<file path="config.mk">
export PLATFORM = sky130hd
export DESIGN_NAME = inst_queue
export DESIGN_NICKNAME = d
export VERILOG_FILES = /design/src/rtl/inst_queue.sv
export SDC_FILE = /design/constraint.sdc
export NUM_CORES = 1
export LEC_CHECK = 0
export ABC_AREA = 1
export ABC_CLOCK_PERIOD_IN_PS = 5210
export BUFFER_PORTS_ARGS = -buffer_cell sky130_fd_sc_hd__buf_2
export CAP_MARGIN = 20
export CORE_UTILIZATION = 50
export CTS_BUF_LIST = sky130_fd_sc_hd__clkbuf_2 sky130_fd_sc_hd__clkbuf_4 sky130_fd_sc_hd__clkbuf_8
export CTS_CLUSTER_DIAMETER = 30
export CTS_CLUSTER_SIZE = 24
export DETAILED_ROUTE_END_ITERATION = 10
export GPL_ROUTABILITY_DRIVEN = 0
export PLACE_DENSITY = 0.72
export SLEW_MARGIN = 20
export SYNTH_ARGS = -nofsm -noshare
export SYNTH_HDL_FRONTEND = slang
export SYNTH_SLANG_ARGS = --single-unit
</file>
<file path="constraint.sdc">
create_clock -name clk -period 5.21 [get_ports clk]
set_input_delay 0.7815 -clock clk [delete_from_list [all_inputs] [get_ports clk]]
set_output_delay 0.7815 -clock clk [all_outputs]
set_load 0.01 [all_outputs]
</file>
<file path="src/rtl/inst_queue.sv">
// Instruction queue between fetch and decode: a DEPTH-entry FIFO of {pc, inst}
// pairs with an almost-full stall request toward the PC stage and a redirect flush.
module inst_queue #(
    parameter int DEPTH  = 4,
    parameter int ADDR_W = 32,
    parameter int INST_W = 32,
    localparam int PTR_W = $clog2(DEPTH),
    localparam int CNT_W = PTR_W + 1
) (
    input  logic              clk,
    input  logic              rst,
    input  logic              flush_i,
    input  logic              push_valid_i,
    input  logic [ADDR_W-1:0] push_pc_i,
    input  logic [INST_W-1:0] push_inst_i,
    output logic              push_ready_o,
    output logic              stall_req_o,
    output logic              pop_valid_o,
    output logic [ADDR_W-1:0] pop_pc_o,
    output logic [INST_W-1:0] pop_inst_o,
    input  logic              pop_ready_i,
    output logic [CNT_W-1:0]  count_o
);

    localparam int ENTRY_W = ADDR_W + INST_W;
    localparam logic [CNT_W-1:0] FULL_CNT   = CNT_W'(DEPTH);
    localparam logic [CNT_W-1:0] ALMOST_CNT = CNT_W'(DEPTH - 1);

    logic [ENTRY_W-1:0] mem [DEPTH];

    logic [PTR_W-1:0] wr_ptr_q, wr_ptr_d;
    logic [PTR_W-1:0] rd_ptr_q, rd_ptr_d;
    logic [CNT_W-1:0] count_q, count_d;
    logic             push, pop;

    // Status flags come only from the registered count, so pop_ready_i never
    // reaches push_ready_o combinationally; a pop while full frees no slot this cycle.
    assign push_ready_o = (count_q != FULL_CNT);
    assign pop_valid_o  = (count_q != '0);
    assign stall_req_o  = (count_q >= ALMOST_CNT);
    assign count_o      = count_q;

    assign push = push_valid_i & push_ready_o;
    assign pop  = pop_valid_o & pop_ready_i;

    always_comb begin
        if (pop_valid_o) begin
            {pop_pc_o, pop_inst_o} = mem[rd_ptr_q];
        end else begin
            pop_pc_o   = '0;
            pop_inst_o = '0;
        end
    end

    always_comb begin
        wr_ptr_d = wr_ptr_q;
        rd_ptr_d = rd_ptr_q;
        count_d  = count_q;
        if (flush_i) begin
            wr_ptr_d = '0;
            rd_ptr_d = '0;
            count_d  = '0;
        end else begin
            if (push) begin
                wr_ptr_d = wr_ptr_q + PTR_W'(1);
            end
            if (pop) begin
                rd_ptr_d = rd_ptr_q + PTR_W'(1);
            end
            if (push && !pop) begin
                count_d = count_q + CNT_W'(1);
            end else if (pop && !push) begin
                count_d = count_q - CNT_W'(1);
            end
        end
    end

    always_ff @(posedge clk or negedge rst) begin
        if (!rst) begin
            wr_ptr_q <= '0;
            rd_ptr_q <= '0;
            count_q  <= '0;
        end else begin
            wr_ptr_q <= wr_ptr_d;
            rd_ptr_q <= rd_ptr_d;
            count_q  <= count_d;
        end
    end

    // Storage carries no reset; validity is tracked by count alone.
    always_ff @(posedge clk) begin
        if (push && !flush_i) begin
            mem[wr_ptr_q] <= {push_pc_i, push_inst_i};
        end
    end

endmodule

</file>
==> results.toml, run 1 <==
[clock_network]
cts_resized = 0
htreeDepth = 2
cts_root_buf = "clkbuf_8"
cts_buffers = 46
ctsHoldBuffers = 0
cts.path.max_buffers = 3
cts_tree = "yes"
post-cts-setup-buffers = 0
clkSinkCount = 263
path_clk_slew_ns = 0.06
clkLatencyLatePin_ns = 0.54

[critical_path]
rr_worst_depth = 7
rr_startpoint = "count_o[0]$_DFFE_PN0P_"
start_kind = "flip-flop"
worstPathRequired_ns = 4.43
endpoint_kind = "primary output"
slowest_delay_ns = 0.77
cp_max_fo = 78
cp_slowest_cell = "dfrtp_4"
path_class = "flip-flop to primary output"
worst_ep_arrival_time_ns = 3.24
r2r_slack_ns = 2.69
path_cells = "clkinv_2, buf_4, o21ai_0, a21oi_1, buf_2"
r2r_end = "mem[0][42]$_DFFE_PP_"

[placed_design]
place.port_buffers = 138
placed_area_mm2 = 0.0113
place_hpwl_um = 11600
dpl_worst_slack_ns = 1.80
place_inst = 1189

[synthesis]
syn_inst = 821
synth_area_leaders = "edfxtp_1, nor2_1, o21ai_0, a21oi_1, dfrtp_1"
syn_area_mm2 = 0.0104
synth-seq-cells = 263
synth_nets = 895
yosys_warnings = 0
synth_top_cell_area_share_pct = 74.2
yosysTopAreaCell = "edfxtp_1"
yosysUniqueCellTypes = 19
avgSynthCellArea_um2 = 12.6
ys_seq_area_share_pct = 75.9

[grt]
grt_max_degree = 82
overflow = 0
grt_pass1_vias = 6612
grt_usage_pct = 20.5
grt_pass1_wl_um = 33700
antenna_found_initial = 3

[sta]
slew_headroom_pct = 33.8
fin_crit_sh_pct = 77.1
max_freq_mhz = 249
setup_viol = 0
rsz0062_at_grt = "no"
skew_ns = 0.0175
fin_crit_ns = 4.02
tightest_slew_ns = 0.992
finalSetupTns_ns = 0
finalWorstSetupSlack_ns = 1.19
drv_slew = 0
hold_violations = 0

[die]
start_util_pct = 51.0
ioPinCount = 139
die_area_mm2 = 0.0213
core_mm2 = 0.0203
die_width_um = 146
rows = 52
dieHeight_um = 146

[routing]
dr.pass1.iters = 4
dr.first_iter.drc_count = 490
wirelength_um = 21800
wl_per_cell_um = 17.0
via_per_inst = 5.24
num_vias = 6700
ant_nets = 0
drc = 0

[final_layout]
fin_util_pct = 61.2
nNetsFinal = 1041
design_area_mm2 = 0.0124
area_delta_synth_final_pct = 19.8
fin_cells = 1278
drive_gt1_share_pct = 23.6

[power_and_ir_drop]
ir_drop_mv = 0.301
p_leak_nw = 4.54
p_per_area_mw_per_mm2 = 490

[flow_run]
max_cap_viol_count = 0

[hold_path]
hp-class = "input port to async pin"

[run_status]
status = "finished, final reports clean"
-- layer usage --
layer	up-vias	track usage [%]	share of wire (%)
met5	-	0	0.037
met4	2	8.32	2.0
met3	35	5.05	5.9
met2	183	35.7	51
met1	3265	24.5	41
li1	3215	-	-
-- cells in the mapped netlist (all sizes together) --
| cell type | count |
|---|---|
| ha | 4 |
| xor2 | 1 |
| nand3 | 5 |
| dfrtp | 7 |
| buf | 37 |
| o21ai | 132 |
| nand4 | 3 |
| edfxtp | 256 |
| fa | 1 |
| nor2 | 263 |
| nand2 | 16 |
| inv | 17 |
| clkbuf | 12 |
| a21oi | 67 |
-- power breakdown --
group | switching (mW) | total (mW) | internal, mW | leakage (nW)
Combinational | 0.880 | 1.31 | 0.431 | 1.56
Clock | 0.856 | 2.27 | 1.41 | 0.571
Sequential | 0.0614 | 2.51 | 2.45 | 2.41
Total | 1.80 | 6.09 | 4.29 | 4.54
-- per-stage QoR --
| step | power [mW] | hold WS, ns |
|---|---|---|
| 2_1_floorplan | 3.38 | 0.486 |
| 3_3_place_gp | 3.86 | 0.593 |
| 3_5_place_dp | 3.88 | 0.606 |
| 4_1_cts | 6.15 | 0.0518 |
| 5_1_grt | 6.38 | 0.0638 |
| 6_report | 6.09 | 0.0695 |
-- layout by cell type, fill, tap and decap left out --
cell	n
ha_1	4
dfrtp_4	1
o21ai_1	3
inv_1	14
nor2_4	4
fa_1	1
edfxtp_1	256
dfrtp_2	1
clkbuf_8	49
clkinvlp_4	5
clkbuf_4	3
xor2_1	1
nand4_1	3
buf_4	6
clkinv_1	4
inv_6	1
clkinv_4	5
nor2_1	259
clkinv_2	9
dfrtp_1	5
bufinv_16	10
inv_2	2
o21ai_0	129
nand2_1	16
buf_2	138
nand3_1	5
diode_2	4
buf_12	3
a21oi_1	67
-- state kept, by name, indices dropped and copies added (netlist names) --
signal / cells
wr_ptr_q: 2
mem: 256
rd_ptr_q: 2
count_o: 3
-- worst max-delay path: cells and delay by family, from the launching register on --
| family | cells | cell delay [ns] |
|---|---|---|
| compound gates | 2 | 0.42 |
| buf+inv | 3 | 1.45 |
| flops | 1 | 0.77 |
-- area by class of cell --
| class | instances | area [µm²] |
|---|---|---|
| multi-input combinational | 492 | 2200 |
| clock buffer | 52 | 697 |
| tap | 270 | 338 |
| inverter | 17 | 65.1 |
| fill | 1605 | 7890 |
| clock inverter | 33 | 445 |
| antenna | 4 | 10.0 |
| timing repair buffer | 147 | 796 |
| sequential | 263 | 7870 |
-- cells by family after synthesis --
group	synth area share, %
buf+inv	3.22
compound gates	9.61
simple gates	10.5
flops	75.9
fa+ha+maj	0.676
xor+xnor	0.0845
-- worst max path at each step --
| stage | from | end | depth (start not counted) |
|---|---|---|---|
| 2_1_floorplan | flush_i | mem[0][0]$_DFFE_PP_ | 4 |
| 3_3_place_gp | rd_ptr_q[0]$_DFFE_PN0P_ | pop_pc_o[5] | 5 |
| 3_5_place_dp | rd_ptr_q[0]$_DFFE_PN0P_ | pop_inst_o[28] | 5 |
| 4_1_cts | rd_ptr_q[0]$_DFFE_PN0P_ | pop_pc_o[5] | 5 |
| 5_1_grt | rd_ptr_q[0]$_DFFE_PN0P_ | pop_inst_o[28] | 5 |
| 6_report | rd_ptr_q[0]$_DFFE_PN0P_ | pop_pc_o[5] | 5 |
(Power assumes the default switching activity.)
==> run 2, diff against run 1 <==
--- a/config.mk
+++ b/config.mk
@@ -5,8 +5,8 @@
 export SDC_FILE = /design/constraint.sdc
 export NUM_CORES = 1
 export LEC_CHECK = 0
-export ABC_AREA = 1
-export ABC_CLOCK_PERIOD_IN_PS = 5210
+export ABC_AREA = 0
+export ABC_CLOCK_PERIOD_IN_PS = 3600
 export BUFFER_PORTS_ARGS = -buffer_cell sky130_fd_sc_hd__buf_2
 export CAP_MARGIN = 20
 export CORE_UTILIZATION = 50
@@ -15,7 +15,7 @@
 export CTS_CLUSTER_SIZE = 24
 export DETAILED_ROUTE_END_ITERATION = 10
 export GPL_ROUTABILITY_DRIVEN = 0
-export PLACE_DENSITY = 0.72
+export PLACE_DENSITY = 0.75
 export SLEW_MARGIN = 20
 export SYNTH_ARGS = -nofsm -noshare
 export SYNTH_HDL_FRONTEND = slang
==> constraint.sdc (replaced) <==
create_clock -name clk -period 3.6 [get_ports clk]
set_input_delay 0.54 -clock clk [delete_from_list [all_inputs] [get_ports clk]]
set_output_delay 0.54 -clock clk [all_outputs]
set_load 0.01 [all_outputs]
==> results.toml, run 2 <==
[run_status]
status = "finished, final reports clean"

[grt]
grt_pass1_wl_um = 28300
grt_usage_pct = 17.6
antenna_found_initial = 3
grt_max_degree = 66
overflow = 0
grt_pass1_vias = 5336

[final_layout]
final_common_cell = "edfxtp_1"
drive_gt1_share_pct = 43.0
largest_reg_flops = 256
area_delta_synth_final_pct = 19.1
nNetsFinal = 705
final_cell_mix = "edfxtp_1, buf_2, mux4_2, and2_1, clkbuf_8"
fin_util_pct = 61.7
fillers = 1352
regMostFlops = "mem"
multi_input_area_mm2 = 0.00218
seq_area_mm2 = 0.00787

[synthesis]
synth_nets = 544
ys_seq_area_share_pct = 77.0
yosys_warnings = 0
yosysUniqueCellTypes = 33
yosysTopAreaCell = "edfxtp_1"
synth_common_cells = "edfxtp_1, and2_1, mux4_2, buf_2"
yosysMostFrequentCell = "edfxtp_1"
avgSynthCellArea_um2 = 21.7
synth_edf_count = 256
synth_top_cell_area_share_pct = 75.2
ys.flop_type = "edfxtp_1"
syn_inst = 470
syn_area_mm2 = 0.0102
synth-seq-cells = 263
async_reset_ff_share_pct = 2.66
synth_area_leaders = "edfxtp_1, mux4_2, and2_1, dfrtp_1, buf_2"

[die]
core_mm2 = 0.0197
start_util_pct = 51.8
dieHeight_um = 145
ioPinCount = 139
die_width_um = 145
die_area_mm2 = 0.0210
rows = 51

[power_and_ir_drop]
total_power_mw = 8.55
pwr-share-seq_pct = 42.8
intPower_mw = 6.13
p_leak_nw = 4.22
p_switching_mw = 2.43
p_clk_share_pct = 31.3
combPwrFrac_pct = 25.9
switching_share_pct = 28.4
p_per_area_mw_per_mm2 = 703
ir_drop_mv = 0.695

[sta]
rsz0062_at_grt = "no"
drv_slew = 0
tightest_slew_ns = 0.637
finalWorstSetupSlack_ns = 0.749
hold_violations = 0
slew_headroom_pct = 57.5
skew_ns = 0.0121
max_freq_mhz = 351
setup_viol = 0
finalSetupTns_ns = 0
fin_crit_ns = 2.85
fin_crit_sh_pct = 79.2

[routing]
dr.pass1.iters = 4
wirelength_um = 18000
via_per_inst = 5.39
ant_nets = 0
num_vias = 5001
wl_per_cell_um = 19.4
dr.first_iter.drc_count = 235
drc = 0

[clock_network]
path_clk_slew_ns = 0.07
cts_root_buf = "clkbuf_8"
cts_tree = "yes"
clkLatencyLatePin_ns = 0.52
clkSinkCount = 263
cts_buffers = 40
htreeDepth = 2
cts.path.max_buffers = 3
cts_resized = 0

[critical_path]
slowest_delay_ns = 0.81
path_cells = "buf_12, mux4_2, and2_1, buf_2"
path_class = "flip-flop to primary output"
worstPathRequired_ns = 3.06
start_kind = "flip-flop"
rr_startpoint = "count_o[2]$_DFFE_PN0P_"
r2r_end = "count_o[2]$_DFFE_PN0P_"
r2r_slack_ns = 1.05
cp_slowest_cell = "dfrtp_4"
rr_worst_depth = 7
worst_ep_arrival_time_ns = 2.31
endpoint_kind = "primary output"
cp_max_fo = 36
crit_start = "rd_ptr_q[1]$_DFFE_PN0P_"

[placed_design]
place_hpwl_um = 10600
dpl_worst_slack_ns = 1.06
place.port_buffers = 138

[hold_path]
holdPathEnd = "mem[3][3]$_DFFE_PP_"
hold_start = "push_inst_i[3]"
hold_depth = 1
hp-class = "input port to flip-flop"

[flow_run]
max_cap_viol_count = 0
## run 2: metal layers
metal	track usage, %	vias up	wire, µm
met5	0	-	0
met4	5.59	0	333
met3	4.59	35	1240
met2	28.8	174	8940
met1	23.2	2561	7490
li1	-	2231	-
## run 2: layout make-up
| cell class | instances | area share (%) |
|---|---|---|
| Clock buffer | 43 | 4.71 |
| Timing Repair Buffer | 146 | 6.91 |
| Tap cell | 265 | 2.73 |
| Antenna cell | 2 | 0.0411 |
| Inverter | 8 | 0.247 |
| Clock inverter | 29 | 2.71 |
| Multi-Input combinational cell | 172 | 18.0 |
| Sequential cell | 263 | 64.7 |
## run 2: what timing repair did
item / in CTS / in global routing
hold buffers: 1 / 0
buffers inserted: 0 / 0
endpoints found under the hold margin: 7 / 0
## run 2: cells by family (layout without fill, tap and decap cells)
group / Yosys count / in the layout / share of synthesized area [%]
compound gates: 17 / 17 / 1.20
xor+xnor: 2 / 2 / 0.171
fa+ha+maj: 5 / 5 / 0.686
buf+inv: 35 / 226 / 1.81
flops: 263 / 263 / 77.0
mux: 66 / 66 / 14.3
other cells: 0 / 2 / 0
simple gates: 82 / 82 / 4.85
## run 2: stage by stage
step                      std cells  hold WS [ns]  area (µm²)
after floorplan                 470         0.244       10200
after global placement          853         0.379       11200
after detailed placement        853         0.389       11200
after CTS                       926         0.190       12200
after global routing            926         0.195       12200
final                           928         0.225       12200
## run 2: how the worst max path moves through the flow
stage          slack (ns)                   to  depth (start not counted)
2_1_floorplan        0.61  mem[0][0]$_DFFE_PP_                          4
5_1_grt              0.63         pop_pc_o[25]                          4
6_report             0.75        pop_inst_o[1]                          4
4_1_cts              0.46        pop_inst_o[3]                          3
3_3_place_gp         1.12       pop_inst_o[31]                          3
3_5_place_dp         1.06        pop_inst_o[3]                          3
## run 2: power groups by stage
stage               Combinational (mW)  Clock, mW  Sequential (mW)
floorplan                         1.56          0             3.64
global placement                  2.21          0             3.72
detailed placement                2.25          0             3.73
CTS                               2.26       2.75             3.67
global route                      2.41       2.88             3.68
finish                            2.22       2.67             3.67
## run 2: worst max-delay path: cells and delay by family, from the launching register on
kind          cells  cell delay (ns)
buf+inv           2             0.43
simple gates      1             0.17
mux               1             0.37
flops             1             0.81
==> run 3, diff against run 2 <==
--- a/config.mk
+++ b/config.mk
@@ -5,8 +5,8 @@
 export SDC_FILE = /design/constraint.sdc
 export NUM_CORES = 1
 export LEC_CHECK = 0
-export ABC_AREA = 0
-export ABC_CLOCK_PERIOD_IN_PS = 3600
+export ABC_AREA = 1
+export ABC_CLOCK_PERIOD_IN_PS = 2800
 export BUFFER_PORTS_ARGS = -buffer_cell sky130_fd_sc_hd__buf_2
 export CAP_MARGIN = 20
 export CORE_UTILIZATION = 50
@@ -15,7 +15,7 @@
 export CTS_CLUSTER_SIZE = 24
 export DETAILED_ROUTE_END_ITERATION = 10
 export GPL_ROUTABILITY_DRIVEN = 0
-export PLACE_DENSITY = 0.75
+export PLACE_DENSITY = 0.72
 export SLEW_MARGIN = 20
 export SYNTH_ARGS = -nofsm -noshare
 export SYNTH_HDL_FRONTEND = slang
==> constraint.sdc (replaced) <==
create_clock -name clk -period 2.8 [get_ports clk]
set_input_delay 0.42 -clock clk [delete_from_list [all_inputs] [get_ports clk]]
set_output_delay 0.42 -clock clk [all_outputs]
set_load 0.01 [all_outputs]
==> results.toml, run 3 (synthesized netlist as in run 1, its figures left out) <==
[run_status]
status = "finished, final reports clean"

[sta]
setup_viol = 0
rsz0062_at_grt = "no"
finalSetupTns_ns = 0
slew_headroom_pct = 57.1
finalWorstSetupSlack_ns = 0.140
fin_crit_sh_pct = 95.0
drv_slew = 0
fin_crit_ns = 2.66
skew_ns = 0.0181
tightest_slew_ns = 0.644
hold_violations = 0
max_freq_mhz = 376

[final_layout]
fin_cells = 1279
multi_input_area_mm2 = 0.00220
design_area_mm2 = 0.0124
final_common_cell = "nor2_1"
seq_area_mm2 = 0.00787
regMostFlops = "mem"
final_cell_mix = "nor2_1, edfxtp_1, buf_2"
fillers = 1600
drive_gt1_share_pct = 23.3
largest_reg_flops = 256
area_delta_synth_final_pct = 19.7
diodes = 0
nNetsFinal = 1047

[power_and_ir_drop]
intPower_mw = 7.65
pwr-share-seq_pct = 42.1
combPwrFrac_pct = 23.2
p_per_area_mw_per_mm2 = 886
switching_share_pct = 30.4
ir_drop_mv = 0.526
p_switching_mw = 3.34
p_leak_nw = 4.54
p_clk_share_pct = 34.7

[clock_network]
cts.path.max_buffers = 3
clkLatencyLatePin_ns = 0.55
cts_tree = "yes"
htreeDepth = 2
clkSinkCount = 263
cts_buffers = 46
post-cts-setup-buffers = 0
cts_root_buf = "clkbuf_8"
path_clk_slew_ns = 0.06

[routing]
wl_met2_um = 10800
wl_met1_um = 8910
dr.first_iter.drc_count = 355
via_per_inst = 5.19
wirelength_um = 21500
route.met3.wl_um = 1340
drc = 0
top_layer = "met5"
ant_nets = 0
wl_per_cell_um = 16.8
dr.pass1.iters = 4
num_vias = 6636

[hold_path]
hp-class = "input port to flip-flop"
hold_depth = 1

[critical_path]
rr_startpoint = "count_o[0]$_DFFE_PN0P_"
rr_worst_depth = 7
endpoint_kind = "primary output"
crit_end = "pop_inst_o[2]"
cp_common_cell = "nor2_1"
path_class = "flip-flop to primary output"
worstPathRequired_ns = 2.38
r2r_end = "mem[0][63]$_DFFE_PP_"
cp_max_fo = 129
cp_slowest_cell = "dfrtp_4"
start_kind = "flip-flop"
worst_ep_arrival_time_ns = 2.24
crit_start = "rd_ptr_q[0]$_DFFE_PN0P_"
path_cells = "buf_16, nor2_1, nor2_1, o21ai_0, a21oi_1, buf_2"
r2r_slack_ns = 0.72
slowest_delay_ns = 0.45

[placed_design]
place_hpwl_um = 11400
placed_area_mm2 = 0.0114
place_inst = 1194
place.port_buffers = 138
dpl_worst_slack_ns = 0.739

[die]
die_area_mm2 = 0.0213
rows = 52
ioPinCount = 139
die_width_um = 146
dieHeight_um = 146
start_util_pct = 51.0
core_mm2 = 0.0203

[grt]
grt_pass1_wl_um = 33700
grt_usage_pct = 20.5
grt_max_degree = 130
antenna_found_initial = 2
overflow = 0
grt_pass1_vias = 6444

[flow_run]
max_cap_viol_count = 0
-- run 3: changes by cell type in the layout (fill, tap and decap cells not counted), moves of 7 or more --
cell      before  now
clkbuf_8      40   47
and2_1        64    0
o21ai_0        3  129
nor2_1         7  259
mux4_2        64    0
a21oi_1        2   67
nand2_1        0   16
-- run 3: how the worst min path moves through the flow --
stage,to,start
global placement,count_o[2]$_DFFE_PN0P_,rst
detailed placement,count_o[2]$_DFFE_PN0P_,rst
global route,mem[1][27]$_DFFE_PP_,push_inst_i[27]
floorplan,count_o[0]$_DFFE_PN0P_,rst
finish,mem[0][5]$_DFFE_PP_,push_inst_i[5]
CTS,mem[1][27]$_DFFE_PP_,push_inst_i[27]
-- run 3: stage by stage --
stage	hold WS [ns]	utilization, %	total power, mW
floorplan	0.124	-	6.28
CTS	0.0501	61.1	11.1
global placement	0.277	56.0	7.24
finish	0.0855	61.1	11.0
detailed placement	0.274	56.0	7.29
global route	0.0560	61.1	11.5
-- run 3: worst max-delay path: cells and delay by family, from the launching register on --
family                 cells  cell delay (ns)
and+or+nand+nor            2             0.21
buffers and inverters      2             0.50
AOI/OAI and AO/OA          2             0.33
DFF                        1             0.45
-- run 3: layout make-up --
class / count / share of cell area (%)
inverters: 17 / 0.525
multi-input cells: 492 / 17.7
well taps: 270 / 2.72
repair buffers: 153 / 7.36
clock inverters: 33 / 2.78
flip-flops and latches: 263 / 63.4
clock buffers: 51 / 5.46
-- run 3: layer usage --
| layer | vias to the layer above | track usage [%] |
|---|---|---|
| met2 | 198 | 35.2 |
| met5 | - | 0 |
| li1 | 3218 | - |
| met3 | 39 | 4.08 |
| met1 | 3177 | 26.3 |
| met4 | 4 | 6.58 |
-- run 3: repair_timing --
item	CTS	global route
gates resized for setup	0	1
endpoints found under the hold margin	7	0
endpoints found under the setup margin	0	1
hold buffers	1	0
-- run 3: power groups by stage --
stage / logic (mW) / registers, mW / clock network (mW)
global placement: 2.54 / 4.70 / 0
CTS: 2.59 / 4.63 / 3.88
floorplan: 1.58 / 4.70 / 0
global route: 2.84 / 4.64 / 4.05
finish: 2.55 / 4.63 / 3.81
detailed placement: 2.58 / 4.71 / 0
